`src/rtl/grad_norm_acc_pkg.sv`:
```
// Shared definitions for the gradient-magnitude accumulator: FSM states,
// default frame size and the counter-width helper.
package grad_norm_acc_pkg;

  typedef enum logic [1:0] {
    IDLE  = 2'd0,
    RUN   = 2'd1,
    DRAIN = 2'd2
  } state_t;

  localparam int DEFAULT_N_PIX = 4096;

  // Width of a counter that must be able to hold the value n itself.
  function automatic int cnt_width(input int n);
    return $clog2(n) + 1;
  endfunction

endpackage

```
`src/rtl/grad_norm_acc_abs_pipe.sv`:
```
// Registered absolute value of one signed sample.
// The result is one bit wider than the input, so the most negative value stays exact.
module abs_pipe #(
  parameter int WIDTH = 32
) (
  input  logic                    clk,
  input  logic                    rst,
  input  logic                    valid,
  input  logic signed [WIDTH-1:0] data,
  output logic        [WIDTH:0]   mag,
  output logic                    mag_valid
);

  logic [WIDTH:0] ext;
  logic [WIDTH:0] abs_val;

  always_comb begin
    ext     = {data[WIDTH-1], data};
    abs_val = data[WIDTH-1] ? -ext : ext;
  end

  always_ff @(posedge clk or posedge rst) begin
    if (rst) begin
      mag       <= '0;
      mag_valid <= 1'b0;
    end else begin
      mag       <= abs_val;
      mag_valid <= valid;
    end
  end

endmodule

```
`src/rtl/grad_norm_acc.sv`:
```
// Per-pixel |Dx|+|Dy| and frame-total (TV norm) accumulation over one
// N_PIX frame. The frame is armed by a start pulse and finishes with a done pulse.
//
// state | meaning
// IDLE  | waiting for i_start; o_sum holds the last frame total
// RUN   | accepting samples until the last pixel of the frame
// DRAIN | two cycles while the abs/sum pipeline empties
module grad_norm_acc
  import grad_norm_acc_pkg::*;
#(
  parameter int WIDTH = 32,
  parameter int N_PIX = DEFAULT_N_PIX,
  parameter int ACC_W = 45
) (
  input  logic                    i_clk,
  input  logic                    i_reset,
  input  logic                    i_start,
  input  logic                    i_valid,
  input  logic signed [WIDTH-1:0] i_datax,
  input  logic signed [WIDTH-1:0] i_datay,
  output logic                    o_valid,
  output logic        [WIDTH:0]   o_mag,
  output logic        [ACC_W-1:0] o_sum,
  output logic                    o_done,
  output logic                    o_busy
);

  localparam int CNT_W = cnt_width(N_PIX);

  state_t           state;
  state_t           state_nx;
  logic [CNT_W-1:0] pix_cnt;
  logic             drain_cnt;
  logic             accept;
  logic             last;
  logic             clear;
  logic             done_nx;
  logic [WIDTH:0]   mag_x;
  logic [WIDTH:0]   mag_y;
  logic             vld_x;
  logic             vld_y;
  logic             s1_valid;
  logic [WIDTH:0]   mag_sum;
  logic [ACC_W-1:0] acc;

  assign accept   = (state == RUN) && i_valid;
  assign last     = accept && (pix_cnt == CNT_W'(N_PIX - 1));
  assign s1_valid = vld_x & vld_y;
  assign mag_sum  = mag_x + mag_y;

  always_comb begin
    state_nx = state;
    clear    = 1'b0;
    done_nx  = 1'b0;
    case (state)
      IDLE: begin
        if (i_start) begin
          clear    = 1'b1;
          state_nx = RUN;
        end
      end
      RUN: begin
        if (last) state_nx = DRAIN;
      end
      DRAIN: begin
        if (drain_cnt) begin
          state_nx = IDLE;
          done_nx  = 1'b1;
        end
      end
      default: state_nx = IDLE;
    endcase
  end

  always_ff @(posedge i_clk or posedge i_reset) begin
    if (i_reset) begin
      state     <= IDLE;
      o_done    <= 1'b0;
      drain_cnt <= 1'b0;
    end else begin
      state     <= state_nx;
      o_done    <= done_nx;
      drain_cnt <= (state == DRAIN) ? ~drain_cnt : 1'b0;
    end
  end

  always_ff @(posedge i_clk or posedge i_reset) begin
    if (i_reset) begin
      pix_cnt <= '0;
    end else if (clear) begin
      pix_cnt <= '0;
    end else if (accept) begin
      pix_cnt <= pix_cnt + CNT_W'(1);
    end
  end

  abs_pipe #(.WIDTH(WIDTH)) u_abs_x (
    .clk       (i_clk),
    .rst       (i_reset),
    .valid     (accept),
    .data      (i_datax),
    .mag       (mag_x),
    .mag_valid (vld_x)
  );

  abs_pipe #(.WIDTH(WIDTH)) u_abs_y (
    .clk       (i_clk),
    .rst       (i_reset),
    .valid     (accept),
    .data      (i_datay),
    .mag       (mag_y),
    .mag_valid (vld_y)
  );

  // Accumulator is updated on the same edge that presents o_mag, so o_sum
  // and o_mag always reflect the same set of samples.
  always_ff @(posedge i_clk or posedge i_reset) begin
    if (i_reset) begin
      o_valid <= 1'b0;
      o_mag   <= '0;
      acc     <= '0;
    end else begin
      o_valid <= s1_valid;
      o_mag   <= mag_sum;
      if (clear) begin
        acc <= '0;
      end else if (s1_valid) begin
        acc <= acc + ACC_W'(mag_sum);
      end
    end
  end

  assign o_sum  = acc;
  assign o_busy = (state != IDLE);

endmodule

```
`config.mk`:
```
export PLATFORM = sky130hd
export DESIGN_NAME = grad_norm_acc
export DESIGN_NICKNAME = d
export VERILOG_FILES = /design/src/rtl/grad_norm_acc_pkg.sv /design/src/rtl/grad_norm_acc_abs_pipe.sv /design/src/rtl/grad_norm_acc.sv
export SDC_FILE = /design/constraint.sdc
export NUM_CORES = 1
export LEC_CHECK = 0
export ABC_AREA = 1
export BUFFER_PORTS_ARGS = -buffer_cell sky130_fd_sc_hd__buf_2
export CAP_MARGIN = 10
export CORE_ASPECT_RATIO = 0.6
export CORE_MARGIN = 2
export CORE_UTILIZATION = 35
export DETAILED_ROUTE_END_ITERATION = 6
export MAX_ROUTING_LAYER = met4
export PLACE_DENSITY = 0.61
export SLEW_MARGIN = 40
export SYNTH_ARGS = -nofsm -noshare
export SYNTH_HDL_FRONTEND = slang
export SYNTH_HIERARCHICAL = 1
export SYNTH_SLANG_ARGS = --single-unit
```
`constraint.sdc`:
```
create_clock -name i_clk -period 6.65 [get_ports i_clk]
set_input_delay 1.33 -clock i_clk [delete_from_list [all_inputs] [get_ports i_clk]]
set_output_delay 1.33 -clock i_clk [all_outputs]
set_load 0.1 [all_outputs]
```
==> run_results.csv, run 1 <==
group,metric,value,unit
die,num_io_pins,149,
critical_path,r2r_setup_slack,2.54,ns
place,gp_congestion,0.969,
critical_path,cp.arrival,4.52,ns
clock_network,numCtsBuffers,17,
power,power.density,395,nW/um^2
sta,rsz0062_at_grt,"no",
hold_path,hold_path.class,"reg2reg",
finish,antenna_cells,0,
die,die_height,147,um
drt,drt_wl_total,42200,um
clock_network,htree_levels,4,
power,ir_worst_vdd,0.397,mV
die,fp.dieArea,35500,sq um
sta,hold_violations,0,
critical_path,crit_type,"reg2reg",
clock_network,post_cts_buffers,0,
finish,fin_nets,2067,
global_route,antenna_found_initial,0,
sta,slew_headroom,0.545,
power,total_power,5.43,mW
place,io_buffers,148,
sta,setup_viol,0,
drt,drtIter0Drc,1154,
clock_network,clockBufferDepth,2,
critical_path,cp-end-kind,"flip-flop",
critical_path,path_max_fanout,5,
critical_path,start_kind,"flip-flop",
clock_network,clock-sinks,164,
critical_path,r2r_cells,23,
clock_network,postCtsHoldBufs,0,
sta,fin_crit_sh,0.619,
clock_network,cts_root_buf,"clkbuf_16",
clock_network,cts_tree,"done",
clock_network,clkLatencyLatePin,0.47,ns
clock_network,ctsResizeCount,0,
clock_network,clk_pin_slew,0.08,ns
global_route,grt_max_degree,51,
global_route,grt_pass1_wl,64900,um
drt,viasPerCell,4.95,
finish,drive_gt1_frac,0.120,
hold_path,min_from,"drain_cnt",
hold_path,holdPathEnd,"drain_cnt",
synthesis,yosysSeqAreaShare,0.345,
sta,whs,0.442,ns
synthesis,syn_area,11900,sq um
sta,fin_setup_tns,0,ns
power,power_leakage,7.42,nW
synthesis,synth_cell_type_count,45,
die,chipWidth,242,um
sta,timing.fmax,243,MHz
synthesis,synth_edf_count,0,
synthesis,avgSynthCellArea,6.72,sq um
finish,areaGrowthSynthToFinish,15.6,%
die,initial_utilization,0.354,
sta,fin_skew,0.0120,ns
global_route,grt.total_usage,0.250,
synthesis,async_flop_share,1.00,
die,row_count,52,
die,core-area,33600,sq um
critical_path,worstReg2RegEnd,"o_sum[37]",
drt,drc,0,
global_route,grt_pass1_vias,10800,
flow_run,drv_cap,0,
status,status,"finished clean",
sta,slew_viol_final,0,
synthesis,ys_ff_latch,164,
synthesis,ys.flop_type,"dfrtp_1",
drt,ant_nets,0,
hold_path,worst_hold_path.num_cells,1,
place,hpwlAfterDp,35100,um
drt,drt_pass1_iterations,5,
drt,wl_per_cell,17.6,um
drt,vias,11900,
critical_path,timing.rr.start,"u_abs_x/mag[0]",
global_route,overflow,0,
synthesis,syn_nets,1911,
critical_path,required,7.05,ns
sta,worstMarginPinSlew,0.683,ns
finish,n_fill_cell,3609,
sta,min_period,4.11,ns
synthesis,synthesis.instances,1768,
synthesis,ys.warnings.count,6,
-- area by class of cell --
cell class / instances / area (sq um) / share of cell area
Sequential cell: 164 / 4100 / 0.299
Tap cell: 459 / 574 / 0.0418
Clock inverter: 15 / 134 / 0.00974
Clock buffer: 17 / 425 / 0.0310
Inverter: 225 / 847 / 0.0617
Timing Repair Buffer: 152 / 791 / 0.0576
Multi-Input combinational cell: 1364 / 6860 / 0.500
-- how the worst max path moves through the flow --
| stage | start | end | slack [ns] | depth (start not counted) |
|---|---|---|---|---|
| floorplan | i_reset | drain_cnt | 2.81 | 1 |
| finish | u_abs_x/mag[0] | o_sum[37] | 2.54 | 23 |
| global placement | u_abs_x/mag[0] | o_sum[37] | 2.60 | 22 |
| detailed placement | u_abs_x/mag[0] | o_sum[37] | 2.68 | 23 |
| CTS | u_abs_x/mag[0] | o_sum[22] | 2.68 | 20 |
| global route | u_abs_x/mag[0] | o_sum[37] | 2.24 | 23 |
-- worst max-delay path, stage by stage (launching register included) --
cell	delay (ns)
dfrtp_1	0.33
ha_1	0.17
inv_1	0.06
fa_1	0.41
o21ai_2	0.19
nand2_1	0.07
nand2_1	0.15
nand2_1	0.07
nand2_1	0.12
nand2_1	0.07
nand2_1	0.18
xor2_1	0.33
ha_1	0.35
nand2_1	0.14
inv_1	0.08
a21oi_1	0.30
nand2_1	0.15
nand2_1	0.09
nand3_1	0.29
nand2_1	0.16
nand2_1	0.12
nand3_1	0.09
nand2_1	0.05
nor2_1	0.10
-- registers in the layout, indices dropped and copies added (netlist names) --
name / cells
drain_cnt: 1
o_done: 1
o_mag: 33
o_sum: 45
o_valid: 1
pix_cnt: 13
state: 2
u_abs_x/mag: 33
u_abs_x/mag_valid: 1
u_abs_y/mag: 33
u_abs_y/mag_valid: 1
-- Yosys cell counts (2+ instances only) --
| cell | instances | area [sq um] |
|---|---|---|
| nand3b_1 | 8 | 60.1 |
| ha_1 | 73 | 913 |
| buf_2 | 11 | 55.1 |
| o21bai_1 | 10 | 75.1 |
| dfrtp_1 | 164 | 4100 |
| o21a_1 | 2 | 15.0 |
| nor3_2 | 3 | 30.0 |
| nor2_4 | 9 | 101 |
| or2_2 | 3 | 18.8 |
| nor3_1 | 18 | 90.1 |
| fa_1 | 2 | 40.0 |
| a32o_1 | 2 | 20.0 |
| a31oi_1 | 3 | 18.8 |
| a21o_1 | 9 | 67.6 |
| o21ai_0 | 65 | 325 |
| nand4_1 | 11 | 68.8 |
| xnor2_1 | 25 | 219 |
| inv_2 | 5 | 18.8 |
| clkbuf_1 | 2 | 7.51 |
| o21ai_1 | 5 | 25.0 |
| nor2_2 | 8 | 50.1 |
| nand3_1 | 114 | 571 |
| conb_1 | 2 | 7.51 |
| nor2_1 | 210 | 788 |
| nand3_2 | 3 | 30.0 |
| inv_1 | 220 | 826 |
| nand2_1 | 614 | 2300 |
| a21oi_1 | 103 | 515 |
| xor2_1 | 26 | 228 |
| a21boi_0 | 3 | 22.5 |
| nand2_2 | 11 | 68.8 |
| buf_1 | 2 | 7.51 |
| nor4_1 | 10 | 62.6 |
-- logic make-up (layout without fill, tap and decap cells) --
group,after synthesis,in the layout,share of synthesized area
simple gates,1029,1029,0.365
buf+inv,240,409,0.0770
compound gates,207,207,0.0946
flops,164,164,0.345
fa+ha+maj,75,75,0.0802
xor+xnor,51,51,0.0376
other cells,2,2,0.000632
-- metrics by stage --
stage,cell area (sq um),utilization,setup WS (ns),instances
2_1_floorplan,11900,-,2.81,1768
3_3_place_gp,13200,0.392,2.60,2363
3_5_place_dp,13200,0.393,2.68,2364
4_1_cts,13700,0.409,2.68,2396
5_1_grt,13700,0.409,2.24,2396
6_report,13700,0.409,2.54,2396
-- layer usage --
layer | part of all wire | up-vias | global-route usage
li1 | - | 5939 | -
met1 | 0.55 | 5502 | 0.402
met2 | 0.36 | 405 | 0.306
met3 | 0.086 | 23 | 0.0605
met4 | 0.0073 | 0 | 0.0441
met5 | 0 | - | -
-- report_power, final --
group	internal, mW	switching, mW
combinational	0.639	2.47
sequential	1.19	0.150
clock	0.493	0.491
total	2.32	3.11
-- cells in the final DEF (no fill, tap or decap), types with 2 or more instances in the layout --
cell / count
nand2_1: 614
o21ai_1: 5
o21ai_0: 65
a21o_1: 9
xor2_1: 26
o21a_1: 2
o21bai_1: 10
ha_1: 73
a21oi_1: 103
nand2_2: 11
or2_2: 3
conb_1: 2
buf_2: 148
buf_4: 3
nand3_1: 114
clkinvlp_4: 4
nor2_2: 8
nor2_1: 210
nand4_1: 11
inv_1: 219
clkbuf_16: 17
a31oi_1: 3
xnor2_1: 25
nor4_1: 10
inv_2: 5
a21boi_0: 3
nor2_4: 9
nand3_2: 3
a32o_1: 2
nand3b_1: 8
inv_6: 7
nor3_1: 18
dfrtp_1: 164
nor3_2: 3
fa_1: 2
inv_8: 3
(Power assumes the default switching activity.)
==> inputs of run 2 (changes only) <==
--- a/config.mk
+++ b/config.mk
@@ -13,7 +13,7 @@
 export CORE_UTILIZATION = 35
 export DETAILED_ROUTE_END_ITERATION = 6
 export MAX_ROUTING_LAYER = met4
-export PLACE_DENSITY = 0.61
+export PLACE_DENSITY = 0.63
 export SLEW_MARGIN = 40
 export SYNTH_ARGS = -nofsm -noshare
 export SYNTH_HDL_FRONTEND = slang
==> constraint.sdc (replaced) <==
create_clock -name i_clk -period 3.3 [get_ports i_clk]
set_input_delay 0.66 -clock i_clk [delete_from_list [all_inputs] [get_ports i_clk]]
set_output_delay 0.66 -clock i_clk [all_outputs]
set_load 0.1 [all_outputs]
==> run_results.csv, run 2 (synthesis results as in run 1) <==
group,metric,value,unit
place,io_buffers,148,
finish,largest_reg_flops,45,
clock_network,clk_pin_slew,0.07,ns
drt,ant_nets,0,
critical_path,cp-end-kind,"flip-flop",
sta,setup_viol,15,
critical_path,required,3.65,ns
finish,mostFrequentLayoutCells,"nand2_1 (476), buf_4 (221), inv_1 (193)",
sta,fin_setup_tns,-0.678,ns
hold_path,hold_path.class,"in2async",
clock_network,cts_root_buf,"clkbuf_16",
power,internal-power,6.74,mW
sta,worst_slack,-0.122,ns
sta,whs,0.288,ns
drt,drc,0,
drt,drtIter0Drc,1236,
sta,timing.fmax,292,MHz
status,status,"finished with violations",
die,row_count,52,
finish,regArea,4100,sq um
power,ir_worst_vdd,0.716,mV
clock_network,numCtsBuffers,17,
power,switchingPower,7.46,mW
finish,instances_no_fill,2626,
status,violations,"setup timing",
finish,fin_nets,2298,
power,pwr-share-clk,0.145,
drt,viasPerCell,5.00,
clock_network,clock-sinks,164,
sta,rsz0062_at_grt,"yes",
finish,final_common_cell,"nand2_1",
sta,min_period,3.42,ns
finish,drive_gt1_frac,0.395,
power,comb_power_share,0.661,
global_route,top_usage_layer,"met1",
global_route,grt_pass1_wl,68300,um
critical_path,cp.arrival,3.77,ns
drt,drt_pass1_iterations,6,
clock_network,postCtsHoldBufs,0,
drt,vias,13100,
drt,wl_per_cell,17.7,um
global_route,grt.total_usage,0.259,
power,total_power,14.2,mW
die,core-area,33600,sq um
sta,hold_violations,0,
sta,fin_crit_sh,1.04,
sta,slew_viol_final,0,
clock_network,clkLatencyLatePin,0.46,ns
die,die_height,147,um
critical_path,crit_type,"reg2reg",
finish,multi_input_area,9240,sq um
sta,worstMarginPinSlew,0.630,ns
die,fp.dieArea,35500,sq um
place,dp.cells,2559,
clock_network,clockBufferDepth,2,
flow_run,drv_cap,0,
sta,fin_skew,0.00907,ns
global_route,grt_pass1_vias,11800,
critical_path,start_kind,"flip-flop",
drt,drt_wl_total,46400,um
clock_network,cts_tree,"done",
die,initial_utilization,0.354,
global_route,use_met3,0.0568,
power,power_leakage,9.07,nW
global_route,globalRouteMet2Util,0.334,
power,switching_share,0.525,
global_route,grt_max_degree,63,
die,chipWidth,242,um
sta,slew_headroom,0.580,
global_route,overflow,0,
critical_path,path_max_fanout,4,
global_route,met1_usage,0.407,
clock_network,htree_levels,4,
finish,n_fill_cell,3164,
global_route,antenna_found_initial,0,
power,seq_power_share,0.194,
die,num_io_pins,149,
place,hpwlAfterDp,35800,um
finish,areaGrowthSynthToFinish,51.0,%
power,power.density,792,nW/um^2
finish,antenna_cells,0,
place,gp_congestion,0.991,
## run 2: timing repair
action / CTS / global route
gates resized for setup: 222 / 335
endpoints found under the setup margin: 32 / 38
hold endpoints to repair: 0 / 0
setup buffers: 14 / 22
pin swaps: 76 / 115
## run 2: power groups by stage
stage	Clock [mW]	Sequential [mW]	Combinational, mW
global placement	0	2.70	7.20
floorplan	0	4.72	2.60
finish	2.06	2.76	9.39
detailed placement	0	2.71	7.24
CTS	2.10	2.72	8.04
global route	2.19	2.80	9.93
## run 2: path summary, 6_finish.rpt
kind                            slack (ns)           start  depth (start not counted)              to
min in group i_clk                    0.34      i_datax[0]                          1  u_abs_x/mag[0]
worst max-delay path                 -0.12  u_abs_x/mag[9]                         22       o_sum[38]
worst max register to register       -0.12  u_abs_x/mag[9]                         22       o_sum[38]
worst min-delay path                  0.29         i_reset                          2        o_mag[0]
worst min register to register        0.44       drain_cnt                          1       drain_cnt
max in group asynchronous             2.22         i_reset                          3       o_mag[27]
## run 2: per-layer routing
metal | vias up | wire, um
met4 | 0 | 520
li1 | 6389 | -
met5 | - | 0
met3 | 48 | 3960
met1 | 6257 | 23600
met2 | 443 | 18300
## run 2: metrics by stage
stage / area [sq um] / util / worst slack [ns]
after floorplan: 11900 / - / 0.135
after global placement: 14600 / 0.436 / -0.476
final: 17900 / 0.534 / -0.122
after global routing: 17900 / 0.534 / -0.266
after detailed placement: 14600 / 0.436 / -0.484
after CTS: 16300 / 0.486 / -0.00258
## run 2: critical path, cell delays in order, from the launching register on
cell and delay, ns:
dfrtp_1 0.42, ha_4 0.27, buf_4 0.16, nand2_2 0.10, o21ai_1 0.13, a21oi_2 0.28
nand2_8 0.11, nand2_2 0.09, nand2_2 0.06, xor2_2 0.18, ha_1 0.33, nand2_2 0.08
buf_4 0.14, nor2_4 0.16, nand2_2 0.08, nor2_1 0.10, nand2_1 0.10, nand3_4 0.17
nand2_1 0.07, nand2_1 0.08, nand3_1 0.07, nand2_1 0.06, nor2_1 0.04
## run 2: cell type report
cell class              count  area share
clock buffers              21      0.0268
clock inverters            10     0.00683
inverters                 225      0.0482
multi-input cells        1364       0.515
flip-flops and latches    164       0.229
well taps                 459      0.0320
repair buffers            383       0.143
==> inputs of run 3 (changes only) <==
--- a/config.mk
+++ b/config.mk
@@ -13,7 +13,7 @@
 export CORE_UTILIZATION = 35
 export DETAILED_ROUTE_END_ITERATION = 6
 export MAX_ROUTING_LAYER = met4
-export PLACE_DENSITY = 0.63
+export RECOVER_POWER = 50
 export SLEW_MARGIN = 40
 export SYNTH_ARGS = -nofsm -noshare
 export SYNTH_HDL_FRONTEND = slang
==> run_results.csv, run 3 (synthesis results as in run 1) <==
group,metric,value,unit
clock_network,clock-sinks,164,
global_route,grt_pass1_vias,11700,
place,gp_congestion,1.01,
sta,setup_viol,5,
power,internal-power,6.80,mW
global_route,grt_max_degree,63,
critical_path,r2r_setup_slack,-0.04,ns
critical_path,worstSetupStartpoint,"u_abs_y/mag[6]",
status,status,"finished with violations",
place,place_ws,-0.624,ns
clock_network,clkLatencyLatePin,0.46,ns
flow_run,drv_cap,3,
critical_path,worstReg2RegEnd,"o_sum[38]",
drt,drtIter0Drc,1299,
hold_path,hold_path.class,"in2reg",
global_route,grt.total_usage,0.256,
global_route,overflow,0,
power,power_leakage,8.99,nW
sta,hold_violations,0,
critical_path,path_max_fanout,4,
global_route,top_usage_layer,"met1",
sta,rsz0062_at_grt,"yes",
drt,drc,0,
clock_network,cts_tree,"done",
die,num_io_pins,149,
die,core-area,33600,sq um
critical_path,r2r_cells,20,
critical_path,crit_type,"reg2reg",
finish,areaGrowthSynthToFinish,51.1,%
drt,viasPerCell,5.04,
sta,slew_viol_final,133,
critical_path,cp-end-kind,"flip-flop",
global_route,antenna_found_initial,0,
clock_network,cts_root_buf,"clkbuf_16",
status,violations,"capacitance limit, slew limit, setup timing",
critical_path,required,3.65,ns
sta,slew_headroom,-0.697,
power,switching_share,0.527,
finish,final_common_cell,"nand2_1",
global_route,met1_usage,0.404,
finish,mostFrequentLayoutCells,"nand2_1 (481), buf_4 (206), inv_1 (193)",
power,switchingPower,7.58,mW
clock_network,htree_levels,4,
clock_network,numCtsBuffers,17,
drt,wl_per_cell,17.8,um
die,initial_utilization,0.354,
die,chipWidth,242,um
hold_path,worst_hold_path.num_cells,1,
finish,antenna_cells,0,
die,row_count,52,
place,io_buffers,148,
sta,worstMarginPinSlew,2.54,ns
sta,fin_crit_sh,1.01,
global_route,globalRouteMet2Util,0.321,
finish,drive_gt1_frac,0.389,
sta,min_period,3.34,ns
place,dpl-instance-area,14500,sq um
finish,largest_reg_flops,45,
critical_path,timing.rr.start,"u_abs_y/mag[6]",
global_route,use_met3,0.0627,
critical_path,cp.arrival,3.69,ns
critical_path,start_kind,"flip-flop",
clock_network,clockBufferDepth,2,
global_route,grt_pass1_wl,67900,um
power,comb_power_share,0.658,
finish,fin_nets,2285,
drt,drt_wl_total,46600,um
power,pwr-share-clk,0.149,
drt,ant_nets,0,
drt,drt_pass1_iterations,6,
power,seq_power_share,0.193,
sta,worst_slack,-0.0431,ns
sta,timing.fmax,299,MHz
die,die_height,147,um
hold_path,min_from,"i_datay[0]",
place,hpwlAfterDp,35400,um
clock_network,clk_pin_slew,0.08,ns
finish,final_area,18000,sq um
die,fp.dieArea,35500,sq um
drt,vias,13200,
power,power.density,801,nW/um^2
power,ir_worst_vdd,0.823,mV
sta,fin_setup_tns,-0.0960,ns
hold_path,holdPathEnd,"u_abs_y/mag[0]",
sta,fin_skew,0.0146,ns
run 3: cell count changes in the layout (fill, tap and decap cells not counted), sizes merged:
cell / previous run / this run
clkinv: 4 / 5
inv: 226 / 230
clkbuf: 21 / 28
bufinv: 2 / 3
clkinvlp: 3 / 0
buf: 383 / 361
run 3: through the flow:
stage	std cells	hold slack, ns	power, mW	util
floorplan	1768	0.410	7.32	-
global placement	2546	0.429	9.82	0.433
detailed placement	2546	0.438	9.87	0.433
CTS	2586	0.325	12.7	0.478
global route	2614	0.352	15.0	0.535
finish	2614	0.362	14.4	0.535
run 3: power by group through the flow:
stage                     Sequential, mW  Combinational [mW]  Clock [mW]
after CTS                           2.74                7.81        2.18
after detailed placement            2.73                7.14           0
after global routing                2.83                9.97        2.25
after floorplan                     4.72                2.60           0
final                               2.78                9.45        2.14
after global placement              2.73                7.09           0
run 3: worst max path at each step:
stage,end,slack (ns),cells after the start
6_report,o_sum[38],-0.04,20
4_1_cts,o_sum[37],-0.005,22
2_1_floorplan,drain_cnt,0.13,1
5_1_grt,o_sum[44],-0.22,22
3_3_place_gp,o_sum[30],-0.57,22
3_5_place_dp,o_sum[30],-0.62,22
run 3: critical path, stage by stage, from the launching register on:
cell and delay [ns]:
dfrtp_1 0.41, ha_4 0.27, a21oi_4 0.19, a21boi_2 0.21
nand2_2 0.09, a21o_1 0.25, nand2_1 0.09, nand2_1 0.08
xor2_2 0.20, ha_4 0.33, nand2_4 0.10, nor2_4 0.17
nand2_2 0.09, nor2_1 0.11, nand2_1 0.10, nand3_4 0.19
nand2_2 0.08, nand2_2 0.09, nand3_2 0.06, nand2_1 0.09
nor2_2 0.04
run 3: timing repair:
item                                    4_1_cts  5_1_grt
hold buffers                                  0        0
pin swaps                                    28      122
setup buffers                                 8       30
endpoints found under the hold margin         0        0
resized for setup                           163      408
endpoints found under the setup margin       35       34
run 3: final cells by class:
cell class | instances | area (sq um)
clock inverter | 13 | 173
multi-input combinational | 1364 | 9340
sequential | 164 | 4100
clock buffer | 19 | 443
inverter | 225 | 855
fill | 3203 | 15600
timing repair buffer | 370 | 2460
tap | 459 | 574
run 3: routing by layer:
metal  wire (um)  share of wire
met5           0              0
met4         514          0.011
met3        4450          0.095
met2       18400           0.40
met1       23200           0.50
